File: config.mk
export PLATFORM = sky130hd
export DESIGN_NAME = mc_controller
export DESIGN_NICKNAME = d
export VERILOG_FILES = /design/src/rtl/mc_controller.sv
export SDC_FILE = /design/constraint.sdc
export NUM_CORES = 1
export LEC_CHECK = 0
export CORE_MARGIN = 2
export CORE_UTILIZATION = 39
export DETAILED_ROUTE_END_ITERATION = 10
export GPL_TIMING_DRIVEN = 0
export PLACE_DENSITY = 0.87
export SYNTH_ARGS = -nofsm -noshare
export SYNTH_HDL_FRONTEND = slang
export SYNTH_SLANG_ARGS = --single-unit
export TNS_END_PERCENT = 10
File: constraint.sdc
create_clock -name clk -period 1.53 [get_ports clk]
set_clock_uncertainty 0.05 [all_clocks]
set_input_delay 0.2295 -clock clk [delete_from_list [all_inputs] [get_ports clk]]
set_output_delay 0.2295 -clock clk [all_outputs]
set_load 0.1 [all_outputs]
File: src/rtl/mc_controller.sv
// mc_controller: multicycle MIPS main control FSM; BNE support is compiled in with MC_BNE_EN.
// One state per cycle; stalls in FETCH/MEMRD/MEMWR until mem_ready (FETCH pcwrite/irwrite gated by it).
module mc_controller #(
  parameter int ILLEGAL_HALT = 0
) (
  input  logic       clk,
  input  logic       rst_n,
  input  logic [5:0] op,
  input  logic       mem_ready,
  output logic       mem_req,
  output logic       iord,
  output logic       memwrite,
  output logic       irwrite,
  output logic       pcwrite,
  output logic       branch,
  output logic [1:0] pcsrc,
  output logic       alusrca,
  output logic [1:0] alusrcb,
  output logic [1:0] aluop,
  output logic       regdst,
  output logic       memtoreg,
  output logic       regwrite,
  output logic       illegal,
`ifdef MC_BNE_EN
  output logic       bne,
`endif
  output logic [3:0] state_dbg
);

  typedef enum logic [3:0] {
    INIT    = 4'd0,
    FETCH   = 4'd1,
    DECODE  = 4'd2,
    MEMADR  = 4'd3,
    MEMRD   = 4'd4,
    MEMWB   = 4'd5,
    MEMWR   = 4'd6,
    RTYPEEX = 4'd7,
    RTYPEWB = 4'd8,
    BEQEX   = 4'd9,
    ADDIEX  = 4'd10,
    ADDIWB  = 4'd11,
    JEX     = 4'd12,
    HALT    = 4'd13,
    BNEEX   = 4'd14
  } state_t;

  localparam logic [5:0] OP_RTYPE = 6'b000000;
  localparam logic [5:0] OP_J     = 6'b000010;
  localparam logic [5:0] OP_BEQ   = 6'b000100;
  localparam logic [5:0] OP_ADDI  = 6'b001000;
  localparam logic [5:0] OP_LW    = 6'b100011;
  localparam logic [5:0] OP_SW    = 6'b101011;
`ifdef MC_BNE_EN
  localparam logic [5:0] OP_BNE   = 6'b000101;
`endif

  state_t state;
  state_t state_nxt;
  logic   illegal_set;

  always_ff @(posedge clk or negedge rst_n) begin
    if (!rst_n) begin
      state <= INIT;
    end else begin
      state <= state_nxt;
    end
  end

  // Sticky until reset; HALT relies on this flag being the only live output.
  always_ff @(posedge clk or negedge rst_n) begin
    if (!rst_n) begin
      illegal <= 1'b0;
    end else if (illegal_set) begin
      illegal <= 1'b1;
    end
  end

  assign state_dbg = state;

  always_comb begin
    state_nxt   = INIT;
    illegal_set = 1'b0;
    mem_req     = 1'b0;
    iord        = 1'b0;
    memwrite    = 1'b0;
    irwrite     = 1'b0;
    pcwrite     = 1'b0;
    branch      = 1'b0;
    pcsrc       = 2'b00;
    alusrca     = 1'b0;
    alusrcb     = 2'b00;
    aluop       = 2'b00;
    regdst      = 1'b0;
    memtoreg    = 1'b0;
    regwrite    = 1'b0;
`ifdef MC_BNE_EN
    bne         = 1'b0;
`endif

    case (state)
      INIT: begin
        state_nxt = FETCH;
      end
      FETCH: begin
        // PC+4 is written in the same cycle the instruction lands in IR.
        mem_req   = 1'b1;
        alusrcb   = 2'b01;
        pcwrite   = mem_ready;
        irwrite   = mem_ready;
        state_nxt = mem_ready ? DECODE : FETCH;
      end
      DECODE: begin
        // ALU precomputes the branch target into ALUOut here.
        alusrcb = 2'b11;
        case (op)
          OP_LW, OP_SW: state_nxt = MEMADR;
          OP_RTYPE:     state_nxt = RTYPEEX;
          OP_BEQ:       state_nxt = BEQEX;
          OP_ADDI:      state_nxt = ADDIEX;
          OP_J:         state_nxt = JEX;
`ifdef MC_BNE_EN
          OP_BNE:       state_nxt = BNEEX;
`endif
          default: begin
            illegal_set = 1'b1;
            state_nxt   = (ILLEGAL_HALT != 0) ? HALT : FETCH;
          end
        endcase
      end
      MEMADR: begin
        alusrca   = 1'b1;
        alusrcb   = 2'b10;
        state_nxt = (op == OP_LW) ? MEMRD : MEMWR;
      end
      MEMRD: begin
        mem_req   = 1'b1;
        iord      = 1'b1;
        state_nxt = mem_ready ? MEMWB : MEMRD;
      end
      MEMWB: begin
        memtoreg  = 1'b1;
        regwrite  = 1'b1;
        state_nxt = FETCH;
      end
      MEMWR: begin
        mem_req   = 1'b1;
        iord      = 1'b1;
        memwrite  = 1'b1;
        state_nxt = mem_ready ? FETCH : MEMWR;
      end
      RTYPEEX: begin
        alusrca   = 1'b1;
        aluop     = 2'b10;
        state_nxt = RTYPEWB;
      end
      RTYPEWB: begin
        regdst    = 1'b1;
        regwrite  = 1'b1;
        state_nxt = FETCH;
      end
      BEQEX: begin
        alusrca   = 1'b1;
        aluop     = 2'b01;
        pcsrc     = 2'b01;
        branch    = 1'b1;
        state_nxt = FETCH;
      end
      ADDIEX: begin
        alusrca   = 1'b1;
        alusrcb   = 2'b10;
        state_nxt = ADDIWB;
      end
      ADDIWB: begin
        regwrite  = 1'b1;
        state_nxt = FETCH;
      end
      JEX: begin
        pcsrc     = 2'b10;
        pcwrite   = 1'b1;
        state_nxt = FETCH;
      end
      HALT: begin
        state_nxt = HALT;
      end
`ifdef MC_BNE_EN
      BNEEX: begin
        alusrca   = 1'b1;
        aluop     = 2'b01;
        pcsrc     = 2'b01;
        branch    = 1'b1;
        bne       = 1'b1;
        state_nxt = FETCH;
      end
`endif
      default: begin
        state_nxt = INIT;
      end
    endcase
  end

endmodule

==> impl_metrics.ini, run 1 <==
[floorplanning]
std_cell_rows = 14
design.portCount = 30
initial_utilization = 0.411
die_height_um = 43.4
die_width_um = 43.4

[clock_tree]
clock-root-buffer = clkbuf_4
tritoncts.num_buffers = 3
cts.repair_timing.setup_buffer_count = 13
cts.path.max_buffers = 2
clock_sinks = 5
clock_tree.htree_level_count = 1
cts_repair_resize_count = 180
cts-hold-fix-buffers = 0

[place]
place_congestion = 0.832
dp_cells = 131
dp.final_hpwl_um = 1390
port-buffer-count = 29
place_worst_setup_slack_ns = -1.17

[yosys]
ys_types = 34
postSynthAreaPerCell_um2 = 7.03
ys_async_sr_fraction = 1.00
synth.yosys.seq_area_share = 0.207
mappedNetlistNets = 95
synth-main-ff-cell = dfrtp_1
yosys_register_bits = 5
synthesis_warnings = 0
synth_edf_count = 0
post_synth_instance_area_um2 = 604
postSynthCellCount = 86

[status]
toolErrorMsg = [ERROR DPL-0033] detailed placement checks failed during check placement.
flow.stopped_at = clock tree synthesis (4_1_cts)
outcome = aborted with a tool error
cells in the mapped netlist, types with 2 or more instances:
cell	count	area [um2]
a2bb2oi_1	2	17.5
nand2_1	5	18.8
o22ai_1	2	12.5
nand3_1	4	20.0
nor2_1	10	37.5
nor4bb_1	2	20.0
o21ai_0	6	30.0
nor3_1	7	35.0
nor2b_1	4	25.0
inv_1	2	7.51
nand2b_1	4	25.0
or3_1	2	12.5
buf_4	2	15.0
dfrtp_1	5	125
o2111ai_1	3	26.3
a21oi_1	3	15.0
buf_2	6	30.0
logic make-up after synthesis:
logic type      synth area share
simple gates               0.402
xor+xnor                  0.0290
buf+inv                   0.0932
flops                      0.207
compound gates             0.251
mux                       0.0186
metrics by stage:
step / hold WS [ns] / instance area, um2
after detailed placement: 0.415 / 1140
after global placement: 0.406 / 1140
after floorplan: -0.116 / 828
==> run 2: changes to the inputs <==
CORE_AREA = 2 2 63 65   (was unset)
CORE_MARGIN = unset   (was 2)
CORE_UTILIZATION = unset   (was 39)
DIE_AREA = 0 0 65 67   (was unset)
PLACE_DENSITY = unset   (was 0.87)
PLACE_DENSITY_LB_ADDON = 0.15   (was unset)
==> run 2 against run 1 <==
- the flow now finishes, with violations (setup timing)
- synthesized area is the same
- synthesized cell count unchanged
==> impl_metrics.ini, run 2 <==
[status]
outcome = complete, but fails checks
failed_checks = setup timing

[yosys]
synth.yosys.seq_area_share = 0.207
synth_edf_count = 0
synth.largest_area_cell = dfrtp_1
postSynthCellCount = 86
synth-main-ff-cell = dfrtp_1
mappedNetlistNets = 95
ys_async_sr_fraction = 1.00
synth_top_cells_by_count = nor2_1 (10), nor3_1 (7), buf_2 (6), o21ai_0 (6)
yosysMostFrequentCell = nor2_1
postSynthAreaPerCell_um2 = 7.03
yosys_register_bits = 5
top_area_cells_in_the_synthesized_netlist = dfrtp_1 (21%), nor2_1 (6.2%), nor3_1 (5.8%)
ys_types = 34
synthesis_warnings = 0
synth_largest_type_area_fraction = 0.207
post_synth_instance_area_um2 = 604

[clock_tree]
cts.path.max_buffers = 2
clock_tree.htree_level_count = 1
clkTransAtPathRegs_ns = 0.03
clock_tree_from_tritoncts = yes
tritoncts.num_buffers = 3
cts-hold-fix-buffers = 0
worst_skew_pair.late_latency_ns = 0.22
clock_sinks = 5
clock-root-buffer = clkbuf_8

[routing]
antenna_left = 0
avgRoutedWirePerCell_um = 12.4
postRouteWirelength_um = 2210
drt-initial-drc-count = 19
detailroute.via_count = 802
number_of_detailed_routing_iterations_run_before_antenna_repair = 4
drc = 0
via_per_inst = 4.48

[floorplanning]
die_width_um = 65
design.portCount = 30
die_height_um = 67
std_cell_rows = 22
initial_utilization = 0.168
core_region_area_mm2 = 0.00361
fp.dieArea_mm2 = 0.00436

[critical_path]
critical-path-top-delay-family = flip-flops
worstPathArrival_ns = 1.54
worst_path_max_delay_cell = dfrtp_4
critPathMaxStageDelay_ns = 0.51
r2r-end = state_dbg[3]$_DFF_PN0_
crit_path_end_kind = primary output
timing.reg2reg.worst_path_depth = 5
rr_startpoint = state_dbg[2]$_DFF_PN0_
cp_num_buf_inv = 3
crit_path_frequent_cell = buf_12
critical_path_peak_fanout = 6
r2r_setup_slack_ns = 0.09
start_kind = flop
crit_path_cell_trace = buf_12 -> nand2b_4 -> buf_4 -> o22ai_4 -> buf_12
required_time_worst_endpoint_ns = 1.25
critical_path_class = reg2out

[place]
place_congestion = 0.796
port-buffer-count = 29
dp.final_hpwl_um = 1600

[cells_and_area]
layout_overhead_on_the_synthesized_area_pct = 153
mostFrequentLayoutCell = buf_12
antenna-diode-count = 0
final_layout_size_suffix_gt1_frac = 0.550
layout.nets = 141
largest_reg_flops = 4
mostFrequentLayoutCells = buf_12 (20), buf_4 (14), nor2_4 (7), o21ai_0 (6)

[global_route]
global_route.usage.total = 0.105
first_pass_grt_wire_length_um = 3590
grt_pass1_vias = 797
antenna_found_initial = 0
grt-ovfl-total = 0
grt_max_degree = 11

[sta]
number_of_failing_setup_endpoints_in_the_final_timing_report = 17
period_needed_ns = 1.82
hold_viol = 0
timing.final.crit_share = 1.19
max_clk_rate_ghz = 0.551
worst_slew_pin_slew_ns = 0.947
max_transition_margin = 0.371
setup_slack_ns = -0.286
fin_worst_hold_slack_ns = 0.185
grt_setup_unrepaired = true
final_max_slew_viol_count = 0

[worst_hold_path]
hold_class = in2async

[flow_run]
maxCapViolCount = 0
[run 2: timing repair]
item / CTS / global route
setup buffers: 12 / 1
pin swaps: 6 / 4
setup endpoints to repair: 21 / 20
gates resized for setup: 170 / 11
[run 2: worst max path at each step]
| stage | slack [ns] | to | startpoint | depth (start not counted) |
|---|---|---|---|---|
| finish | -0.29 | regwrite | state_dbg[2]$_DFF_PN0_ | 5 |
| global route | -0.34 | pcsrc[0] | state_dbg[2]$_DFF_PN0_ | 5 |
| CTS | -0.30 | pcsrc[0] | state_dbg[2]$_DFF_PN0_ | 5 |
| detailed placement | -1.20 | regwrite | state_dbg[3]$_DFF_PN0_ | 4 |
| global placement | -1.17 | regwrite | state_dbg[3]$_DFF_PN0_ | 4 |
| floorplan | -0.67 | alusrcb[0] | state_dbg[0]$_DFF_PN0_ | 4 |
[run 2: area by class of cell]
type | count | area (um2)
repair buffers | 42 | 546
inverters | 2 | 7.51
fillers | 361 | 2080
multi-input cells | 70 | 597
clock buffers | 4 | 45.0
plain buffers | 8 | 134
flip-flops and latches | 5 | 140
well taps | 48 | 60.1
[run 2: per-layer routing]
layer | track usage | wire length, um | up-vias
met5 | 0 | 0 | -
met4 | 0.0160 | 0 | 0
met3 | 0.0203 | 84 | 0
met2 | 0.201 | 1170 | 25
met1 | 0.123 | 956 | 373
li1 | - | - | 404
[run 2: cell families (layout without fill, tap and decap cells)]
logic type	after synthesis	count (layout)	synth area share
mux	1	1	0.0186
simple gates	45	45	0.402
xor+xnor	2	2	0.0290
buf+inv	11	56	0.0932
flops	5	5	0.207
compound gates	22	22	0.251
[run 2: metrics by stage]
step	setup TNS, ns	utilization	instance area, um2	instances	worst slack [ns]
after global placement	-18.80	0.327	1180	163	-1.17
after detailed placement	-18.88	0.327	1180	163	-1.20
after CTS	-4.00	0.414	1490	178	-0.301
after global routing	-4.54	0.424	1530	179	-0.335
after floorplan	-8.77	-	828	86	-0.670
final	-3.71	0.424	1530	179	-0.286
Power of run 2 is left out: the tool's default activity adds up to more than one toggle a clock period on the data nets, which glitch-free logic cannot reach.
